### src/rtl/mem_access_ctrl.sv
// Memory-stage access controller: req/ack handshake with data memory, upstream stall, MEM/WB register.
// Define MEM_TIMEOUT_EN to abort a WAIT that exceeds TIMEOUT cycles and raise the sticky mem_err flag.
module mem_access_ctrl #(
  parameter int unsigned TIMEOUT = 255
) (
  input  logic        clk,
  input  logic        rst_n,
  input  logic        hlt,
  input  logic        mem_re,
  input  logic        mem_we,
  input  logic [21:0] mem_addr,
  input  logic [31:0] mem_wdata,
  input  logic [31:0] mem_alu_result,
  input  logic        mem_alu_select,
  input  logic        mem_use_dst_reg,
  input  logic [4:0]  mem_dst_reg,
  output logic        dm_req,
  output logic        dm_wr,
  output logic [21:0] dm_addr,
  output logic [31:0] dm_wdata,
  input  logic        dm_ack,
  input  logic [31:0] dm_rdata,
  output logic        mem_stall,
  output logic [31:0] wb_data,
  output logic [4:0]  wb_dst_reg,
  output logic        wb_reg_we,
  output logic        mem_err
);

  typedef enum logic [1:0] {IDLE, WAIT, DONE} state_t;

  state_t      state, state_nxt;
  logic [31:0] rdata_q;
  logic        launch;
  logic        in_wait;
  logic        ack_in_wait;
  logic        abort;

  if (TIMEOUT == 0 || TIMEOUT > 1023) begin : g_timeout_range
    $error("mem_access_ctrl: TIMEOUT must be in 1..1023");
  end

  // DONE never launches: the EX/MEM register still shows the access that just finished.
  assign launch      = (state == IDLE) && (mem_re || mem_we) && !hlt;
  assign in_wait     = (state == WAIT);
  assign ack_in_wait = in_wait && dm_ack;
  assign mem_stall   = launch || in_wait;

`ifdef MEM_TIMEOUT_EN
  logic [9:0] wait_cnt;

  // An ack arriving in the limit cycle takes priority over the abort.
  assign abort = in_wait && !dm_ack && (wait_cnt == 10'(TIMEOUT - 1));

  always_ff @(posedge clk or negedge rst_n) begin
    if (!rst_n) begin
      wait_cnt <= '0;
      mem_err  <= 1'b0;
    end else begin
      if (launch)
        wait_cnt <= '0;
      else if (in_wait && !dm_ack)
        wait_cnt <= wait_cnt + 10'd1;
      if (abort)
        mem_err <= 1'b1;
    end
  end
`else
  assign abort   = 1'b0;
  assign mem_err = 1'b0;
`endif

  // NOTE: every always_ff uses non-blocking assignments so all registers see pre-edge values.
  always_ff @(posedge clk or negedge rst_n) begin
    if (!rst_n)
      state <= IDLE;
    else
      state <= state_nxt;
  end

  // NOTE: next-state defaults to the current state first, so no path leaves it unassigned (no latch).
  always_comb begin
    state_nxt = state;
    case (state)
      IDLE:    if (launch) state_nxt = WAIT;
      WAIT:    if (ack_in_wait || abort) state_nxt = DONE;
      DONE:    state_nxt = IDLE;
      default: state_nxt = IDLE;
    endcase
  end

  // NOTE: the async reset clears every datapath register, rdata_q included, so a reset mid-access
  // leaves no stale load data behind.
  always_ff @(posedge clk or negedge rst_n) begin
    if (!rst_n) begin
      dm_req     <= 1'b0;
      dm_wr      <= 1'b0;
      dm_addr    <= '0;
      dm_wdata   <= '0;
      rdata_q    <= '0;
      wb_data    <= '0;
      wb_dst_reg <= '0;
      wb_reg_we  <= 1'b0;
    end else begin
      if (launch) begin
        dm_req   <= 1'b1;
        dm_wr    <= mem_we;
        dm_addr  <= mem_addr;
        dm_wdata <= mem_wdata;
      end else if (ack_in_wait || abort) begin
        dm_req <= 1'b0;
      end

      if (ack_in_wait && !dm_wr)
        rdata_q <= dm_rdata;
      else if (abort)
        rdata_q <= '0;

      // Halt freezes the WB register completely; a stall only inserts a bubble.
      if (!hlt) begin
        if (mem_stall) begin
          wb_reg_we <= 1'b0;
        end else begin
          wb_data    <= mem_alu_select ? rdata_q : mem_alu_result;
          wb_dst_reg <= mem_dst_reg;
          wb_reg_we  <= mem_use_dst_reg;
        end
      end
    end
  end

endmodule
### config.mk
export PLATFORM = sky130hd
export DESIGN_NAME = mem_access_ctrl
export DESIGN_NICKNAME = d
export VERILOG_FILES = /design/src/rtl/mem_access_ctrl.sv
export SDC_FILE = /design/constraint.sdc
export NUM_CORES = 1
export LEC_CHECK = 0
export ABC_CLOCK_PERIOD_IN_PS = 3500
export BUFFER_PORTS_ARGS = -buffer_cell sky130_fd_sc_hd__buf_4
export CAP_MARGIN = 5
export CORE_AREA = 3 3 128 130
export CTS_CLUSTER_SIZE = 14
export DETAILED_ROUTE_END_ITERATION = 10
export DIE_AREA = 0 0 131 133
export SLEW_MARGIN = 10
export SYNTH_ARGS = -nofsm -noshare
export SYNTH_HDL_FRONTEND = slang
export SYNTH_SLANG_ARGS = --single-unit
### constraint.sdc
create_clock -name clk -period 3.5 [get_ports clk]
set_clock_uncertainty 0.05 [all_clocks]
set_input_delay 0.175 -clock clk [delete_from_list [all_inputs] [get_ports clk]]
set_output_delay 0.175 -clock clk [all_outputs]
set_load 0.02 [all_outputs]
==> summary.md, run 1 <==
| Metric | Value |
|---|---|
| FMAX | ~430 MHz |
| Final setup vio count | 0 |
| Synth Area in Compound Gates | 0.005636 |
| ANT cells | 0 |
| Final worst setup slack | 1.174 ns |
| Pint | 4508 uW |
| Status | completed |
| Distinct cells, synth | 18 |
| Total chip power | 6594 uW |
| Hpwl dp | roughly 9300 um |
| Final worst path period need | 2.326 ns |
| XOR/XNOR Fraction of Synth Area | 0 |
| Critical path arrival | 2.56 ns |
| RSZ-0062 raised after global routing | false |
| Sequential fraction of the synthesis area | 0.6012 |
| Share of cells above drive strength 1 | 0.6244 |
| Area leader, netlist | dfrtp_1 |
| Worst Tran Pin Value | 0.9971 ns |
| Final wirelength | 14020 um |
| Worst vdd ir | 381.7 uV |
| Area taken by multi-input logic gates | 2001 sq um |
| Post-CTS sizing | 0 |
| Largest net degree at the start of global routing | 68 |
| Final period util | 0.6647 |
| Vias in the first global route | 4303 |
| PD cells | 758.3 nW/um^2 |
| Syn_area_per_cell | 16.75 sq um |
| CP peak stage delay | 0.60 ns |
| Chip Width | 131 um |
| TritonRoute pass-1 iters | 3 |
| Comb pwr share | 0.387 |
| Largest cells by area after synthesis | dfrtp_1, mux2_2, mux2_4 |
| Post-Syn Nets | 449 |
| Slew HR | 0.3337 |
| Regs by FF count | dm_wdata x32, rdata_q x32, wb_data x32 |
| Worst-Skew Late Latency | 0.41 ns |
| Core area | about 15000 sq um |
| IO Port Bufs | roughly 230 |
| Initial DRC count | 73 |
| Sw Pwr | 2085 uW |
| Number of nets in the layout | 776 |
| Clock transition at path regs | 0.05 ns |
| Clock power share | 0.239 |
| DP Area | between 7000 and 8000 sq um |
| GRT Resource Usage Total | 0.1641 |
| Final instance area | 8695 sq um |
| Sequential Area | 3203 sq um |
| Clock Sink Count | ~130 |
| Max-slew violation count | 0 |
| CTS tree | yes |
| Synth Warn # | 0 |
| Die area | 17420 sq um |
| Post-Syn Area | roughly 5300 sq um |
| # rows | 45 |
| Placer congestion estimate | 0.7393 |
| DRC | 0 |
| Setup Total Neg Slack | 0 ns |
| Worst-path fanout max | 23 |
| Net Sw Frac | 0.3162 |
| Worst-path cell chain | dlygate4sd3_1, buf_4, nor3_2, o21bai_4, buf_4, o21ai_0, dlygate4sd3_1 |
| Synth Register Bits | 128 |
| CTS buffer count | 17 |
| Cts hold-fix bufs | 96 |
| Fillers | ~1200 |
| Kind of critical path | input port to register |
| Place WS | about 1.3 ns |
| Largest family of logic cells by synthesized area | multiplexers |
| Register share of total power | 0.374 |
| Post-CTS Setup Inserts | 0 |
| Final Hold Viols | 0 |
| DR vias | between 3000 and 4000 |
| Initial antenna violation count | 0 |
| First-pass GRT wire length | 21960 um |
| Post-synth top area share | 0.6012 |
| P_leak | 0.004156 uW |
| Starting density of the core | 0.3492 |
| Mux cell area share after synthesis | 0.3551 |
| Total global routing overflow | 0 |
| Layout area overhead | 63.20% |
| Die Height | 133 um |
| Max_cap viols | 0 |
| Hold Path Class | input port to register |
| Synth Area in Simple Gates | 0.01033 |
| H-tree depth | 4 |
| Max Root-Sink Buffers | 2 |
| Avg Vias per Cell | 4.372 |
| CP Launch Type | input port |
| Slowest CP cell | o21bai_4 |
| Clock root cell | clkbuf_16 |
| # IOs | 227 |
| Detail Route Antenna Nets | 0 |
| Wire per inst | 16.19 um |
| Required @ worst endpoint | 3.73 ns |
| CP Capture Type | register |
| Synth Instances | 318 |
| Synth Area in Adders | 0 |
-- per-layer routing --
layer	GRT usage	part of all wire
met5	0	0
met1	0.1892	0.42
met2	0.2686	0.47
met4	0.06400	0.018
met3	0.06863	0.091
-- cell type report --
type	instances	share of cell area
Tap cell	211	0.03036
Clock buffer	22	0.05224
Timing Repair Buffer	326	0.3105
Multi-Input combinational cell	170	0.2301
Clock inverter	7	0.007483
Inverter	2	0.0008634
Sequential cell	128	0.3684
-- metrics by stage --
stage / instances / hold slack, ns / utilization
final: 866 / 0.05956 / 0.5698
after CTS: 866 / 0.03754 / 0.5698
after detailed placement: 741 / 0.2766 / 0.4728
after floorplan: 318 / -0.1706 / -
after global routing: 866 / 0.04343 / 0.5698
after global placement: 741 / 0.2762 / 0.4728
-- synth_stat cells --
cell      count
buf_2         7
buf_4         4
buf_6         6
clkbuf_1      1
conb_1        1
dfrtp_1     128
inv_1         2
mux2_1        7
mux2_2      113
mux2_4       36
nand2_1       4
nand2b_1      1
nand3b_1      1
nor2_2        1
nor3_2        2
o21ai_0       2
o21ai_2       1
o21bai_2      1
-- layout by cell type (no fill, tap or decap), types with 2 or more instances in the layout --
| cell type | netlist | routed |
|---|---|---|
| buf_4 | 4 | 229 |
| clkinv_2 | 0 | 4 |
| nand2_1 | 4 | 4 |
| clkbuf_1 | 1 | 4 |
| clkbuf_16 | 0 | 17 |
| mux2_4 | 36 | 36 |
| nor3_2 | 2 | 2 |
| mux2_2 | 113 | 113 |
| clkinvlp_4 | 0 | 2 |
| inv_1 | 2 | 2 |
| dlygate4sd3_1 | 0 | 96 |
| dfrtp_1 | 128 | 128 |
| o21ai_0 | 2 | 2 |
| mux2_1 | 7 | 7 |
-- cells by family after synthesis --
| kind of cell | count (synthesis) |
|---|---|
| compound gates | 4 |
| buf+inv | 20 |
| flops | 128 |
| mux | 156 |
| other cells | 1 |
| simple gates | 9 |
-- worst max-delay path: cells and delay by family --
| kind | cells | cell delay (ns) |
|---|---|---|
| AOI/OAI and AO/OA | 2 | 0.69 |
| and+or+nand+nor | 1 | 0.06 |
| buffers and inverters | 4 | 1.61 |
-- power by group through the flow --
stage | registers [uW] | clock network [uW] | logic [uW]
floorplan | 2970 | 0 | 915
global route | 2540 | 1690 | 2710
detailed placement | 2480 | 0 | 2490
CTS | 2470 | 1630 | 2570
finish | 2470 | 1580 | 2550
global placement | 2460 | 0 | 2450
-- path summary, 6_finish.rpt --
kind / startpoint / endpoint / slack (ns) / cells past startpoint
setup reg to reg: state[0] / wb_reg_we / 1.18 / 5
hold / removal: mem_alu_result[5] / wb_data[5] / 0.06 / 3
max in group asynchronous: rst_n / wb_data[6] / 2.19 / 3
min in group asynchronous: rst_n / rdata_q[3] / 0.35 / 2
hold reg to reg: rdata_q[30] / rdata_q[30] / 0.43 / 1
setup / recovery: mem_we / wb_reg_we / 1.17 / 7
(Power assumes the default switching activity.)
==> run 2: changes to the inputs <==
--- a/config.mk
+++ b/config.mk
@@ -5,13 +5,14 @@
 export SDC_FILE = /design/constraint.sdc
 export NUM_CORES = 1
 export LEC_CHECK = 0
-export ABC_CLOCK_PERIOD_IN_PS = 3500
+export ABC_AREA = 1
+export ABC_CLOCK_PERIOD_IN_PS = 2000
 export BUFFER_PORTS_ARGS = -buffer_cell sky130_fd_sc_hd__buf_4
 export CAP_MARGIN = 5
-export CORE_AREA = 3 3 128 130
+export CORE_AREA = 3 3 130 132
 export CTS_CLUSTER_SIZE = 14
 export DETAILED_ROUTE_END_ITERATION = 10
-export DIE_AREA = 0 0 131 133
+export DIE_AREA = 0 0 133 135
 export SLEW_MARGIN = 10
 export SYNTH_ARGS = -nofsm -noshare
 export SYNTH_HDL_FRONTEND = slang
==> constraint.sdc (replaced) <==
create_clock -name clk -period 2 [get_ports clk]
set_clock_uncertainty 0.05 [all_clocks]
set_input_delay 0.1 -clock clk [delete_from_list [all_inputs] [get_ports clk]]
set_output_delay 0.1 -clock clk [all_outputs]
set_load 0.02 [all_outputs]
==> run 2 against run 1 <==
Effect of this change:
- via count up 44%
- utilization up 1.6 points
- largest power group unchanged
- combinational power rose by 69%
- register-to-register slack lost 1.0 ns
- design area is 6.6% higher
- global-route usage is 4.0 points higher
- clock-buffer cell count stayed put
- die area increased by 3.1%
- final cell count grew 42%
==> summary.md, run 2 <==
| Metric | Value |
|---|---|
| Crit. Startpoint | state[0] |
| Top cells by count, synth | nand2_1, dfrtp_1, inv_1 |
| P_leak | ~0.005 uW |
| IO Port Bufs | 225 |
| Final worst setup slack | roughly 0.13 ns |
| R2R cell count | 5 |
| Commonest non-fill, non-tap cell in the layout | nand2_1 |
| Total global routing overflow | 0 |
| Clock Sink Count | between 100 and 150 |
| Detail Route Antenna Nets | 0 |
| Post-Syn Nets | 793 |
| Top_reg_cell synth | dfrtp_1 |
| Area leader, netlist | dfrtp_1 |
| Core area | 15830 sq um |
| Synth Instances | 662 |
| CP Launch Type | register |
| Hpwl dp | 11250 um |
| Slew HR | 0.6078 |
| Final wirelength | 17860 um |
| Chip Width | approximately 130 um |
| Clock root cell | clkbuf_16 |
| Avg Vias per Cell | 4.454 |
| Number of nets in the layout | 1128 |
| Hold Crit Depth | 5 |
| Clock transition at path regs | 0.06 ns |
| Distinct cells, synth | 16 |
| Sequential fraction of the synthesis area | 0.5833 |
| Fillers | 1375 |
| Synth Register Bits | 128 |
| DR vias | between 5000 and 6000 |
| Post-Syn Area | 5492 sq um |
| Initial antenna violation count | 0 |
| Die area | 17960 sq um |
| Worst-path fanout max | 42 |
| PD cells | 1287 nW/um^2 |
| Final setup vio count | 0 |
| Kind of critical path | register to register |
| Regs by FF count | dm_wdata x32, rdata_q x32, wb_data x32 |
| Total chip power | between 10000 and 15000 uW |
| Max-slew violation count | 0 |
| Worst-path cell chain | nand2_2, buf_4, nand4_1, nand2_1, dlygate4sd3_1 |
| Reg-to-reg startpoint | state[0] |
| GRT Resource Usage Total | 0.2046 |
| Final instance area | 9266 sq um |
| Starting density of the core | 0.3470 |
| Synth Warn # | 0 |
| ANT cells | 0 |
| Post-synth top area share | 0.5833 |
| Placer congestion estimate | 0.7586 |
| Die Height | 135 um |
| Share of cells above drive strength 1 | 0.2683 |
| Min-delay src | mem_alu_result[22] |
| Wire per inst | ~15 um |
| CP Capture Type | register |
| TritonRoute pass-1 iters | 4 |
| H-tree depth | 4 |
| Syn_area_per_cell | 8.295 sq um |
| Final Hold Viols | 0 |
| Top-count cell post-synth | nand2_1 |
| Required @ worst endpoint | 2.29 ns |
| CP peak stage delay | about 0.54 ns |
| DRC | 0 |
| Initial DRC count | 343 |
| Worst-Skew Late Latency | 0.41 ns |
| Slowest CP cell | dlygate4sd3_1 |
| DP Area | 7385 sq um |
| Most frequent cells in the layout | nand2_1, buf_4, dfrtp_1 |
| Max_cap viols | 0 |
| # rows | 46 |
| Largest net degree at the start of global routing | 111 |
| Post-CTS Setup Inserts | 0 |
| Largest cells by area after synthesis | dfrtp_1, nand2_1, o21ai_1 |
| Status | completed |
| Critical path arrival | 2.16 ns |
| Hold Path Class | input port to register |
| Layout area overhead | 68.74% |
| EDFF count, synth | 0 |
| FMAX | 535.5 MHz |
| Final worst path period need | 1.867 ns |
| Final period util | 0.9337 |
| Vias in the first global route | 5737 |
| Place WS | approximately 0.42 ns |
| CTS buffer count | 17 |
| CTS tree | yes |
| Worst vdd ir | 686.1 uV |
| Worst Tran Pin Value | 0.5883 ns |
| Max Root-Sink Buffers | 2 |
| First-pass GRT wire length | 29210 um |
| Fraction of registers with async set or reset after synthesis | 1.000 |
| # IOs | 227 |
## run 2: cell types whose count changed in the layout (fill, tap and decap cells not counted), sizes merged, moves of 2 or more
cell / delta
nand2: +293
mux2: -156
inv: +59
o21ai: +54
nand4: +38
nand3: +34
dlygate4sd3: +27
buf: +7
bufinv: +4
clkinv: -2
nor3: -2
## run 2: per-stage QoR
stage | hold slack (ns) | util | cells | setup TNS, ns
6_report | 0.009578 | 0.5855 | 1226 | 0
5_1_grt | 0.02692 | 0.5855 | 1226 | -0.002539
4_1_cts | 0.001029 | 0.5852 | 1226 | 0
3_5_place_dp | 0.07311 | 0.4666 | 1071 | 0
3_3_place_gp | 0.07715 | 0.4666 | 1071 | 0
2_1_floorplan | -0.2456 | - | 662 | 0
## run 2: logic make-up (layout without fill, tap and decap cells)
| logic type | Yosys count | count (layout) | synth area share |
|---|---|---|---|
| AO/OA/AOI/OAI | 57 | 57 | 0.05195 |
| buffers and inverters | 105 | 453 | 0.08134 |
| flip-flops | 128 | 128 | 0.5833 |
| other | 1 | 1 | 0.0006829 |
| AND/OR/NAND/NOR | 371 | 371 | 0.2828 |
## run 2: metal layers
metal | GRT usage | vias up | share of wire
li1 | - | 2750 | -
met1 | 0.2486 | 2487 | 0.42
met2 | 0.3428 | 207 | 0.48
met3 | 0.07042 | 17 | 0.084
met4 | 0.06640 | 0 | 0.013
met5 | 0 | - | 0
## run 2: report_power, final
group          leakage, uW  internal (uW)  switching, uW
Combinational      0.00312           1850           2460
Clock             0.000306           2270           1120
Sequential         0.00160           3630            596
## run 2: repair_timing
action,CTS,global route
hold endpoints to repair,178,0
endpoints found under the setup margin,0,1
resized for setup,0,1
hold buffers,123,0
## run 2: critical path: cells and delay by family (launching register included)
family / cells / cell delay [ns]
buf+inv: 2 / 0.95
flops: 1 / 0.39
simple gates: 3 / 0.40
## run 2: layout make-up
type | count | area, sq um | area share
repair buffers | 360 | 3068 | 0.3311
inverters | 61 | 229.0 | 0.02471
multi-input cells | 429 | 1849 | 0.1996
well taps | 216 | 270.3 | 0.02917
clock inverters | 10 | 182.7 | 0.01971
clock buffers | 22 | 464.2 | 0.05009
flip-flops and latches | 128 | 3203 | 0.3457
## run 2: path summary, 6_finish.rpt
| kind | to | slack [ns] |
|---|---|---|
| setup / recovery | wb_reg_we | 0.13 |
| hold / removal | wb_data[22] | 0.01 |
| setup reg to reg | wb_reg_we | 0.13 |
| hold reg to reg | rdata_q[8] | 0.42 |
| max in group asynchronous | dm_wdata[2] | 1.08 |
| min in group asynchronous | wb_data[6] | 0.18 |
